**config.mk**
```make
export PLATFORM = sky130hd
export DESIGN_NAME = div_hilo_capture
export DESIGN_NICKNAME = d
export VERILOG_FILES = /design/src/rtl/div_pkg.sv /design/src/rtl/div_hilo_capture_hilo_reg.sv /design/src/rtl/div_hilo_capture.sv
export SDC_FILE = /design/constraint.sdc
export NUM_CORES = 1
export LEC_CHECK = 0
export ABC_AREA = 1
export BUFFER_PORTS_ARGS = -buffer_cell sky130_fd_sc_hd__clkbuf_2
export CAP_MARGIN = 20
export CORE_AREA = 4 4 91 93
export DETAILED_ROUTE_END_ITERATION = 7
export DIE_AREA = 0 0 95 97
export PLACE_DENSITY = 0.84
export SLEW_MARGIN = 5
export SYNTH_ARGS = -nofsm -noshare
export SYNTH_HDL_FRONTEND = slang
export SYNTH_SLANG_ARGS = --single-unit
```
**constraint.sdc**
```tcl
create_clock -name clock -period 1.6 [get_ports clock]
set_input_delay 0.32 -clock clock [delete_from_list [all_inputs] [get_ports clock]]
set_output_delay 0.32 -clock clock [all_outputs]
set_load 0.01 [all_outputs]
```
**src/rtl/div_pkg.sv**
```systemverilog
// Shared types and constants for the divider capture stage.
package div_pkg;

    localparam int DIV_CNT_W = 4;
    localparam int DIV_WIDTH = 32;

    typedef enum logic [1:0] {
        DIV_IDLE    = 2'd0,
        DIV_SETTLE  = 2'd1,
        DIV_CAPTURE = 2'd2
    } div_state_t;

    // True when the presented divisor is zero.
    function automatic logic is_zero(input logic [DIV_WIDTH-1:0] v);
        return (v == {DIV_WIDTH{1'b0}});
    endfunction

endpackage

```
**src/rtl/div_hilo_capture_hilo_reg.sv**
```systemverilog
// 32-bit register with synchronous clear and load enable (one HI or LO half).
module hilo_reg
    import div_pkg::*;
(
    input  logic                 clock,
    input  logic                 clear,
    input  logic                 load,
    input  logic [DIV_WIDTH-1:0] d,
    output logic [DIV_WIDTH-1:0] q
);

    logic [DIV_WIDTH-1:0] q_r;

    // Hold the value; clear wins over load.
    always_ff @(posedge clock) begin
        if (clear) begin
            q_r <= {DIV_WIDTH{1'b0}};
        end else if (load) begin
            q_r <= d;
        end else begin
            q_r <= q_r;
        end
    end

    assign q = q_r;

endmodule

```
**src/rtl/div_hilo_capture.sv**
```systemverilog
// Capture stage for the combinational divider: waits a fixed settle time
// after start, then loads {remainder, quotient} into HI/LO and pulses done.
// Also flags zero divisors and allows direct HI/LO writes while idle.
module div_hilo_capture
    import div_pkg::*;
#(
    parameter int SETTLE_CYCLES = 4
) (
    input  logic                   clock,
    input  logic                   clear,
    input  logic                   start,
    input  logic [DIV_WIDTH-1:0]   m_in,
    input  logic [2*DIV_WIDTH-1:0] qr_in,
    input  logic [DIV_WIDTH-1:0]   bus_in,
    input  logic                   hi_write,
    input  logic                   lo_write,
    output logic [DIV_WIDTH-1:0]   hi_out,
    output logic [DIV_WIDTH-1:0]   lo_out,
    output logic                   busy,
    output logic                   done,
    output logic                   dz
);

    localparam logic [DIV_CNT_W-1:0] CNT_LOAD = DIV_CNT_W'(SETTLE_CYCLES - 1);
    localparam logic [DIV_CNT_W-1:0] CNT_ONE  = DIV_CNT_W'(1);
    localparam logic [DIV_CNT_W-1:0] CNT_ZERO = DIV_CNT_W'(0);

    div_state_t           state_r;
    div_state_t           state_s;
    logic [DIV_CNT_W-1:0] cnt_r;
    logic [DIV_CNT_W-1:0] cnt_s;
    logic                 busy_r;
    logic                 busy_s;
    logic                 done_r;
    logic                 done_s;
    logic                 dz_r;
    logic                 dz_s;
    logic                 hi_load_s;
    logic                 lo_load_s;
    logic [DIV_WIDTH-1:0] hi_d_s;
    logic [DIV_WIDTH-1:0] lo_d_s;

    // State and status registers; clear aborts any operation without a done pulse.
    always_ff @(posedge clock) begin
        if (clear) begin
            state_r <= DIV_IDLE;
            cnt_r   <= CNT_ZERO;
            busy_r  <= 1'b0;
            done_r  <= 1'b0;
            dz_r    <= 1'b0;
        end else begin
            state_r <= state_s;
            cnt_r   <= cnt_s;
            busy_r  <= busy_s;
            done_r  <= done_s;
            dz_r    <= dz_s;
        end
    end

    // Next-state, counter, status and HI/LO load decisions.
    always_comb begin
        state_s   = state_r;
        cnt_s     = cnt_r;
        busy_s    = 1'b0;
        done_s    = 1'b0;
        dz_s      = dz_r;
        hi_load_s = 1'b0;
        lo_load_s = 1'b0;
        hi_d_s    = bus_in;
        lo_d_s    = bus_in;
        case (state_r)
            DIV_IDLE: begin
                if (start) begin
                    // start wins; same-cycle bus writes are dropped
                    if (is_zero(m_in)) begin
                        dz_s   = 1'b1;
                        done_s = 1'b1;
                    end else begin
                        state_s = DIV_SETTLE;
                        cnt_s   = CNT_LOAD;
                        dz_s    = 1'b0;
                        busy_s  = 1'b1;
                    end
                end else begin
                    hi_load_s = hi_write;
                    lo_load_s = lo_write;
                end
            end
            DIV_SETTLE: begin
                busy_s = 1'b1;
                if (cnt_r == CNT_ZERO) begin
                    state_s = DIV_CAPTURE;
                end else begin
                    cnt_s = cnt_r - CNT_ONE;
                end
            end
            DIV_CAPTURE: begin
                // operands are held stable upstream, so qr_in is valid here
                hi_load_s = 1'b1;
                lo_load_s = 1'b1;
                hi_d_s    = qr_in[2*DIV_WIDTH-1:DIV_WIDTH];
                lo_d_s    = qr_in[DIV_WIDTH-1:0];
                done_s    = 1'b1;
                state_s   = DIV_IDLE;
            end
            default: begin
                state_s = DIV_IDLE;
            end
        endcase
    end

    hilo_reg u_hi (
        .clock (clock),
        .clear (clear),
        .load  (hi_load_s),
        .d     (hi_d_s),
        .q     (hi_out)
    );

    hilo_reg u_lo (
        .clock (clock),
        .clear (clear),
        .load  (lo_load_s),
        .d     (lo_d_s),
        .q     (lo_out)
    );

    assign busy = busy_r;
    assign done = done_r;
    assign dz   = dz_r;

endmodule

```
Word-level counts from Yosys, hierarchy flattened:

Index checks and enable logic that the tools add are counted.

* flip-flop bits (word level): 73
* bits of input ports: 133

* $add $sub $neg: 1
* equality and inequality tests: 6
* multiplexer cells: 20
* reduce and logical (&&, ||, !) cells: 7

Operator list (count)
* 2-to-1 mux 32 bit: 2
* zero test 32 bit: 1
* 2-to-1 mux 4 bit: 3
* inequality test 2 bit (second input constant): 4
* case mux 1 bit (2 select lines): 4
* case mux 4 bit (2 select lines): 1
* 2-to-1 mux 1 bit: 6
* 2-to-1 mux 2 bit: 3
* zero test 4 bit: 1
* case mux 2 bit (2 select lines): 1
* AND reduction 4 bit: 1
* subtractor 4 x 1 -> 4 bit (second input constant): 1
* AND reduction 3 bit: 1
* equality test 2 x 1 -> 1 bit (second input constant): 1
* equality test 2 bit (second input constant): 1
* zero test 2 bit: 1
* AND reduction 2 bit: 1
* nonzero test 2 bit: 1

Logic depth before layout (Yosys ltp):

Gate-level depths: netlist (run 1).

* depth after elaboration: 4
* depth in mapped cells: 9
* depth with buffers taken out: 9

By module:

Synthesis (run 1) repeated with hierarchy kept, for this count alone.

* cells, all modules: 674
* area, all modules: 4013.8 um^2

Modules (own cells, without submodules)
* hilo_reg: times used 2, cells each 203, area each 1338.8 um^2, seq. area each 640.6 um^2
* div_hilo_capture: times used 1, cells each 268, area each 1336.3 um^2, seq. area each 180.2 um^2

Least setup slack after synthesis (run 1):

OpenSTA, ideal clock, no wires.

* path type: input -> register
* start point: input port m_in[1]
* end point: register cnt_r[0]
* arrival time: 1.062 ns
* data required time: 1.486 ns
* path slack: 0.424 ns
* cell stages on the path: 8
* cell sequence: nor2_1 nand2_1 nor2_1 nand2_1 o21ai_2 nand2_2 o21bai_1 inv_1

* cells in the longest elaborated chain, start to end: 3

RTL lines
* from (decl): RTL line div_hilo_capture.sv:12 `input logic [DIV_WIDTH-1:0] m_in,`
* zero test 32 bit: RTL line div_pkg.sv:15 `return (v == {DIV_WIDTH{1'b0}});`
* inequality test 2 bit (no source line)
* AND reduction 4 bit (no source line)
* to (signal assigned): RTL line div_hilo_capture.sv:53 `cnt_r <= cnt_s;`
* to (decl): RTL line div_hilo_capture.sv:30 `logic [DIV_CNT_W-1:0] cnt_r;`

Every way passes these cells.
A chain may end at the register's enable or synchronous reset.

Worst setup path after layout (run 1):

* start point: register state_r[1]
* end point: register u_hi.q_r[8] (netlist: u_hi.q[8])

* cells in the longest elaborated chain, start to end: 2
* elaborated cells between the ends (all ways): 4

RTL lines
* from (decl): RTL line div_hilo_capture.sv:28 `div_state_t state_r;`
* from (signal assigned): RTL line div_hilo_capture.sv:52 `state_r <= state_s;`
* equality test 2 bit / zero test 2 bit (equally long branches): RTL line div_hilo_capture.sv:71 `case (state_r)`
* case mux 1 bit (2 select lines) / 2-to-1 mux 32 bit (equally long branches): RTL line div_hilo_capture.sv:71
* to (signal assigned): RTL line div_hilo_capture_hilo_reg.sv:17 `q_r <= {DIV_WIDTH{1'b0}};`
* to (signal assigned): RTL line div_hilo_capture_hilo_reg.sv:21 `q_r <= q_r;`
* to (decl): RTL line div_hilo_capture_hilo_reg.sv:12 `logic [DIV_WIDTH-1:0] q_r;`

Several ways; a longest one is shown, not always the timed one.

==> results.cfg, run 1 <==
[placed_design]
place_area_sq_um = 4179
gp_congestion = 0.8032
portBuffers = 199
dp.cells = 692
place_hpwl_mm = 7.484

[layout]
most-common-layout-cells = 199 x clkbuf_2, 116 x nand2_1, 73 x dfxtp_1
final_cells = 708
seqCellArea_sq_um = 1461
final_layout_size_suffix_gt1_share_pct = 38.61
area_growth_pct = 40.06
fill_cells = 726
layout_commonest_cell = clkbuf_2
num_antenna_cells = 0
multiInputGateArea_sq_um = 1419
fin_nets = 736
fin_area_sq_um = 4414

[timing]
slew_viol_final = 0
timing.hold.ws_ns = 0.2292
setup_tns_ns = 0
setup_violations = 0
worst_slew_pin_slew_ns = 0.2838
clock-skew-final_ns = 0.007020
slew_headroom_pct = 81.08
period_needed_ns = 1.402
timing.final.crit_share_pct = 87.62
rsz0062_at_grt = false
fmaxAchievable_mhz = 713.3
finalHoldViolations = 0

[synth]
syn-cell-area_sq_um = 3152
yosysWarnings = 0
synth_fp_nets = 545
synth_seq_cells = 73
syn_avg_cell_area_sq_um = 7.687
yosysTopAreaCell = dfxtp_1
synth_cell_types = 24
yosysSeqAreaShare_pct = 46.37
syn_inst = 410
synthTopCellsByArea = dfxtp_1 46%, nand2_1 14%, a31oi_1 13%
netlist.area_leader.share_pct = 46.37

[drt]
drt-vias-per-instance = 5.056
num_vias = 3580
routed_wl_mm = 9.818
drtAntennaViolNets = 0
drtIter0Drc = 188
routedWlPerCell_um = 13.87
drc = 0
first_pass_iters = 5

[cts]
cts_tree = yes
numCtsBuffers = 9
cts-resized-gates = 0
cts_root_buf = clkbuf_8
clock_path_buffers = 2
cts_hold_buf = 0
postCtsSetupRepairBufs = 0
clk_pin_slew_worst_paths_ns = 0.08
clk_latency_ns = 0.33
h-tree-depth = 3
cts_sinks = 73

[grt]
grt_pass1_wl_mm = 15.30
grt_max_degree = 69
grt_pass1_vias = 3388
grtUsageTotal_pct = 20.56
grt_antenna_before_repair = 0
gr-total-overflow = 0

[status]
status = complete, no violations

[critical_path]
crit_fanout = 30
crit_arrival_ns = 1.66
worstSetupEndpointType = flip-flop
critPathKind = reg2reg
cp.required_ns = 1.86
cp-start-kind = flip-flop

[worst_hold_path]
hold_path_class = in2reg

[pwr]
peakVddDrop_mv = 0.5843
p_per_area_nw_per_um2 = 1101
finalPower_mw = 4.858
p_leak_nw = 2.129

[floorplan]
num_io_pins = 200
die_w_um = 95
initial_core_util_pct = 41.87
die_h_um = 97
die_area_sq_um = 9215
fp.coreArea_sq_um = 7527
core.rowCount = 32

[run]
max_cap_violations = 0
==> logic make-up (layout without fill, tap and decap cells) <==
group | count (synthesis) | after routing | share of synthesized area, %
buffers and inverters | 41 | 237 | 8.615
flip-flops | 73 | 73 | 46.37
AND/OR/NAND/NOR | 154 | 154 | 19.02
AO/OA/AOI/OAI | 140 | 140 | 25.21
adder cells (fa/ha/maj) | 2 | 2 | 0.7938
==> area by class of cell <==
type	instances	area share, %
clock inverter	5	2.353
multi-input combinational	296	32.14
clock buffer	11	2.976
sequential	73	33.11
inverter	12	1.134
timing repair buffer	209	25.40
tap	102	2.891
==> cell usage after synthesis, drive strengths merged <==
cell    count
inv        12
a21oi       7
buf        23
o21bai      1
or2         1
dfxtp      73
clkbuf      6
ha          2
nand3       4
nor3        1
a31oi      64
nand2     117
o21ai      68
nor2       31
==> registers in the layout, summed over array words and instances (netlist names) <==
register / flops
busy: 1
cnt_r: 4
done: 1
dz: 1
state_r: 2
u_hi.q: 32
u_lo.q: 32
==> report_power, final <==
| part | switching [mW] | total [mW] | internal [mW] |
|---|---|---|---|
| Clock | 0.667 | 1.71 | 1.04 |
| Sequential | 0.112 | 2.13 | 2.01 |
| Combinational | 0.581 | 1.03 | 0.446 |
==> final timing paths <==
check | startpoint | endpoint | slack (ns) | cells after the start
worst max-delay path | state_r[1] | u_hi.q[8] | 0.20 | 7
worst min-delay path | qr_in[19] | u_lo.q[19] | 0.23 | 3
worst max register to register | state_r[1] | u_hi.q[8] | 0.20 | 7
worst min register to register | cnt_r[0] | cnt_r[0] | 0.48 | 2
==> critical path: stages, from the launching register on <==
cell and delay, ns:
dfxtp_1 0.41, inv_2 0.06, nor2_4 0.17, a21oi_2 0.07, inv_4 0.16, buf_12 0.19
o21ai_0 0.09, a31oi_1 0.16
==> stage by stage <==
step                worst slack, ns  util [%]
global placement             0.1762     55.52
floorplan                    0.4242         -
CTS                          0.1960     58.64
finish                       0.1981     58.64
global route                0.03770     58.64
detailed placement           0.1536     55.52
==> layer usage <==
layer  GRT usage, %  vias up  part of all wire (%)
li1               -     1799                     -
met1          24.71     1587                    39
met2          35.25      179                    50
met3          4.432       15                   9.1
met4          7.880        0                   1.8
met5              0        -                     0
No activity file was read; power rests on OpenSTA's default activity.
==> inputs of run 2 (changes only) <==
--- a/config.mk
+++ b/config.mk
@@ -6,12 +6,14 @@
 export NUM_CORES = 1
 export LEC_CHECK = 0
 export ABC_AREA = 1
-export BUFFER_PORTS_ARGS = -buffer_cell sky130_fd_sc_hd__clkbuf_2
 export CAP_MARGIN = 20
-export CORE_AREA = 4 4 91 93
+export CELL_PAD_IN_SITES_DETAIL_PLACEMENT = 1
+export CELL_PAD_IN_SITES_GLOBAL_PLACEMENT = 1
+export CORE_AREA = 3 3 91 93
 export DETAILED_ROUTE_END_ITERATION = 7
-export DIE_AREA = 0 0 95 97
-export PLACE_DENSITY = 0.84
+export DIE_AREA = 0 0 94 96
+export DONT_BUFFER_PORTS = 1
+export PLACE_DENSITY = 0.82
 export SLEW_MARGIN = 5
 export SYNTH_ARGS = -nofsm -noshare
 export SYNTH_HDL_FRONTEND = slang
==> run 2 against run 1 <==
- clock skew is 0.0052 ns higher
- power shrank 8.1%
- first-iteration DRC count decreased by 51%
- critical path depth unchanged
- register-to-register slack improved by 0.03 ns
- count of clock-buffer cells in the layout decreased by 1
- core utilization is 14 points lower
- sequential cell count unchanged
- routed wire length down 2.7%
- hold slack got worse by 0.18 ns
- non-clock buffer count decreased by 198
- critical path type unchanged
==> results.cfg, run 2 (synthesized netlist as in run 1, its figures left out) <==
[grt]
grt_antenna_before_repair = 0
grt_pass1_vias = 2962
grt_pass1_wl_mm = 14.17
grtUsageTotal_pct = 20.06
grt_max_degree = 33
gr-total-overflow = 0

[drt]
num_vias = 2911
drc = 0
drtIter0Drc = 92
routed_wl_mm = 9.553
first_pass_iters = 3
routedWlPerCell_um = 18.77
drtAntennaViolNets = 0
drt-vias-per-instance = 5.719

[cts]
h-tree-depth = 3
cts_root_buf = clkbuf_8
clk_pin_slew_worst_paths_ns = 0.07
clock_path_buffers = 2
postCtsSetupRepairBufs = 0
numCtsBuffers = 9
cts_sinks = 73
cts_hold_buf = 0
cts-resized-gates = 0
clk_latency_ns = 0.34
cts_tree = yes

[timing]
setup_tns_ns = 0
fmaxAchievable_mhz = 728.5
setup_violations = 0
rsz0062_at_grt = false
clock-skew-final_ns = 0.01221
slew_headroom_pct = 76.98
slew_viol_final = 0
finalHoldViolations = 0
timing.hold.ws_ns = 0.04675
period_needed_ns = 1.373
timing.final.crit_share_pct = 85.79
worst_slew_pin_slew_ns = 0.3448

[critical_path]
worstSetupEndpointType = flip-flop
cp-start-kind = flip-flop
critical_path.startpoint = cnt_r[0]
critPathMaxStageDelay_ns = 0.36
r2r-end = cnt_r[0]
crit_arrival_ns = 1.60
r2r_slack_ns = 0.23
cp.required_ns = 1.83
worstPathCellList = inv_1 > ha_1 > nand2_1 > nand2_1 > o21ai_0 > o21bai_1 > inv_1
critPathKind = reg2reg
worstReg2RegStart = cnt_r[0]
r2r_cells = 7
endpoint = cnt_r[0]
crit_fanout = 4
slowest_stage = dfxtp_1

[pwr]
p_per_area_nw_per_um2 = 1301
p_leak_nw = 1.287
peakVddDrop_mv = 0.6115

[layout]
final_layout_size_suffix_gt1_share_pct = 9.091
final_core_util_pct = 45.12
area_growth_pct = 8.892
layout_commonest_cell = nand2_1
final_cells = 509
fin_nets = 538
most-common-layout-cells = 116 x nand2_1, 73 x dfxtp_1, 64 x a31oi_1
num_antenna_cells = 0

[worst_hold_path]
hold_path_class = in2reg

[status]
status = complete, no violations

[floorplan]
die_h_um = 96
fp.coreArea_sq_um = 7607
num_io_pins = 200
core.rowCount = 32
initial_core_util_pct = 41.43
die_w_um = 94
die_area_sq_um = 9024

[placed_design]
portBuffers = 0
place_hpwl_mm = 7.214
gp_congestion = 0.7479
dp.cells = 494

[run]
max_cap_violations = 0
## run 2: power breakdown
| group | internal (mW) | total, mW | switching [mW] | leakage [nW] |
|---|---|---|---|---|
| logic | 0.236 | 0.624 | 0.387 | 0.573 |
| registers | 2.02 | 2.25 | 0.230 | 0.602 |
| clock network | 0.913 | 1.60 | 0.684 | 0.113 |
## run 2: layout make-up
cell class / count / area (sq um)
fill: 968 / 4175
sequential: 73 / 1461
multi-input combinational: 296 / 1419
timing repair buffer: 11 / 157.7
clock buffer: 10 / 137.6
tap: 102 / 127.6
clock inverter: 5 / 78.83
inverter: 12 / 50.05
## run 2: how the worst min path moves through the flow
stage | start | to | depth (start not counted)
2_1_floorplan | clear | busy | 1
3_5_place_dp | clear | busy | 1
3_3_place_gp | clear | dz | 1
4_1_cts | clear | busy | 1
5_1_grt | clear | busy | 1
6_report | clear | dz | 1
## run 2: worst max-delay path: cells and delay by family, from the launching register on
family / cells / cell delay, ns
AO/OA/AOI/OAI: 2 / 0.34
adder cells (fa/ha/maj): 1 / 0.20
buffers and inverters: 2 / 0.14
flip-flops: 1 / 0.36
AND/OR/NAND/NOR: 2 / 0.23
## run 2: per-layer routing
metal	global-route usage (%)	up-vias	share of wire, %
li1	-	1400	-
met1	21.99	1356	39
met2	34.42	139	49
met3	7.897	16	10
met4	8.785	0	2.0
met5	0	-	0
## run 2: per-stage QoR
step / cell area [sq um] / power (mW) / setup WS [ns]
finish: 3432 / 4.466 / 0.2273
global route: 3432 / 4.709 / 0.05355
CTS: 3432 / 4.511 / 0.2054
detailed placement: 3216 / 2.919 / 0.1975
global placement: 3216 / 2.874 / 0.3001
floorplan: 3152 / 2.737 / 0.4242
==> inputs of run 3 (changes only) <==
--- a/config.mk
+++ b/config.mk
@@ -9,12 +9,13 @@
 export CAP_MARGIN = 20
 export CELL_PAD_IN_SITES_DETAIL_PLACEMENT = 1
 export CELL_PAD_IN_SITES_GLOBAL_PLACEMENT = 1
-export CORE_AREA = 3 3 91 93
+export CORE_AREA = 3 3 103 105
 export DETAILED_ROUTE_END_ITERATION = 7
-export DIE_AREA = 0 0 94 96
+export DIE_AREA = 0 0 106 108
 export DONT_BUFFER_PORTS = 1
-export PLACE_DENSITY = 0.82
+export PLACE_DENSITY = 0.83
 export SLEW_MARGIN = 5
 export SYNTH_ARGS = -nofsm -noshare
 export SYNTH_HDL_FRONTEND = slang
+export SYNTH_HIERARCHICAL = 1
 export SYNTH_SLANG_ARGS = --single-unit
==> run 3 against run 2 <==
- final cell count is 57% higher
- register-to-register slack got worse by 0.03 ns
- via count grew 34%
==> results.cfg, run 3 <==
[synth]
synth_cell_types = 21
async_flop_share_pct = 0
syn_avg_cell_area_sq_um = 5.955
synthTopCellsByCount = 241 x nand2_1, 150 x nor2_1, 74 x inv_1, 73 x dfxtp_1, 73 x nand3_1
synthFlopType = dfxtp_1
yosys.cell_count.top_type = nand2_1
syn_inst = 674
yosysWarnings = 6
synth-edff-count = 0
yosysSeqAreaShare_pct = 36.41
yosysTopAreaCell = dfxtp_1
synthTopCellsByArea = dfxtp_1 36%, nand2_1 23%, nor2_1 14%
syn-cell-area_sq_um = 4014
synth_fp_nets = 809
synth_seq_cells = 73
netlist.area_leader.share_pct = 36.41

[drt]
drt-vias-per-instance = 4.856
drtIter0Drc = 130
routed_wl_mm = 11.97
first_pass_iters = 4
num_vias = 3890
drtAntennaViolNets = 0
routedWlPerCell_um = 14.94
drc = 0

[critical_path]
cp.required_ns = 1.88
crit_fanout = 19
worstReg2RegStart = state_r[0]
crit_arrival_ns = 1.68
r2r_cells = 9
worstSetupEndpointType = flip-flop
r2r_slack_ns = 0.20
r2r-end = u_hi/q[0]
critPathKind = reg2reg
cp-start-kind = flip-flop

[cts]
clk_latency_ns = 0.34
numCtsBuffers = 9
cts_sinks = 73
clk_pin_slew_worst_paths_ns = 0.08
cts_tree = yes
postCtsSetupRepairBufs = 0
clock_path_buffers = 2
h-tree-depth = 3
cts_root_buf = clkbuf_8

[layout]
layout_commonest_cell = nand2_1
num_antenna_cells = 0
fin_area_sq_um = 4285
final_layout_size_suffix_gt1_share_pct = 6.886
fill_cells = 1370
most-common-layout-cells = 239 x nand2_1, 150 x nor2_1, 74 x inv_1
area_growth_pct = 6.764
fin_nets = 798

[floorplan]
die_h_um = 108
initial_core_util_pct = 41.26
core.rowCount = 36
die_area_sq_um = 11450
die_w_um = 106
fp.coreArea_sq_um = 9729
num_io_pins = 200

[pwr]
peakVddDrop_mv = 0.4146
p_per_area_nw_per_um2 = 1105
p_leak_nw = 2.220

[timing]
setup_violations = 0
setup_tns_ns = 0
finalHoldViolations = 0
worst_slew_pin_slew_ns = 0.4370
fmaxAchievable_mhz = 712.0
slew_headroom_pct = 70.84
period_needed_ns = 1.405
timing.final.crit_share_pct = 87.78
slew_viol_final = 0
rsz0062_at_grt = false
clock-skew-final_ns = 0.007515

[grt]
gr-total-overflow = 0
grt_max_degree = 49
grt_pass1_wl_mm = 19.37
grt_pass1_vias = 3986
grt_antenna_before_repair = 0
grtUsageTotal_pct = 21.11

[placed_design]
gp_congestion = 0.8175
portBuffers = 0
place_area_sq_um = 4068
place_hpwl_mm = 9.373

[worst_hold_path]
hold_path_class = in2reg
holdPathStages = 1
min_to = state_r[1]
min_from = clear

[status]
status = complete, no violations

[run]
max_cap_violations = 0
run 3: cell types whose count changed after synthesis, sizes merged, moves of 11 or more:
cell and change:
nand2 +129, buf +11, a31oi -63, nor2 +122, nand3 +69, inv +65
o21ai -65
run 3: metal layers:
layer,vias up,share of wire [%],track usage (%)
li1,1988,-,-
met1,1755,41,23.89
met2,123,50,38.16
met3,24,7.3,5.313
met4,0,2.6,8.326
met5,-,0,0
run 3: worst max path at each step:
stage	depth (start not counted)	slack (ns)	from	endpoint
after floorplan	10	0.22	state_r[0]	u_hi/q[22]
after global placement	8	0.28	state_r[0]	u_hi/q[0]
after detailed placement	7	0.11	state_r[0]	cnt_r[3]
after CTS	7	0.10	state_r[0]	cnt_r[3]
after global routing	9	0.009	state_r[0]	u_lo/q[0]
final	9	0.20	state_r[0]	u_hi/q[0]
run 3: repair_timing:
item | CTS | global route
hold buffers | 0 | 0
resized for setup | 0 | 2
endpoints found under the setup margin | 0 | 1
run 3: final cells by class:
cell class	instances	area [sq um]	share of cell area [%]
clock buffer	14	172.7	4.029
clock inverter	2	35.03	0.8175
inverter	77	289.0	6.745
multi-input combinational	487	2009	46.89
sequential	73	1463	34.13
tap	133	166.4	3.883
timing repair buffer	15	150.1	3.504
run 3: cells by family (layout without fill, tap and decap cells):
family,count (synthesis),in the layout,share of synthesized area (%)
adder cells (fa/ha/maj),2,2,0.6233
AND/OR/NAND/NOR,477,477,47.76
buffers and inverters,114,108,13.90
AO/OA/AOI/OAI,8,8,1.309
flip-flops,73,73,36.41
run 3: per-stage QoR:
step                setup slack, ns  utilization [%]  hold WS, ns  power [mW]  cells
floorplan                    0.2211                -       0.3891       3.061    674
global placement             0.2788            41.81       0.3904       3.226    785
detailed placement           0.1123            41.81       0.3926       3.290    785
CTS                          0.1019            43.94      0.01968       4.807    801
global route               0.008820            44.05      0.01793       5.072    801
finish                       0.1955            44.05      0.04141       4.734    801
run 3: critical path, stage by stage (launching register included):
cell and delay [ns]:
dfxtp_1 0.39, inv_2 0.09, nand2_1 0.15, buf_4 0.27, nand2_1 0.14, nand2_1 0.09
inv_1 0.04, nand2_1 0.05, nand2_1 0.05, nor2_1 0.07
run 3: power by group:
part | switching [mW] | internal, mW | total [mW]
sequential | 0.244 | 2.02 | 2.26
clock | 0.652 | 0.848 | 1.50
combinational | 0.630 | 0.342 | 0.972
total | 1.53 | 3.21 | 4.73
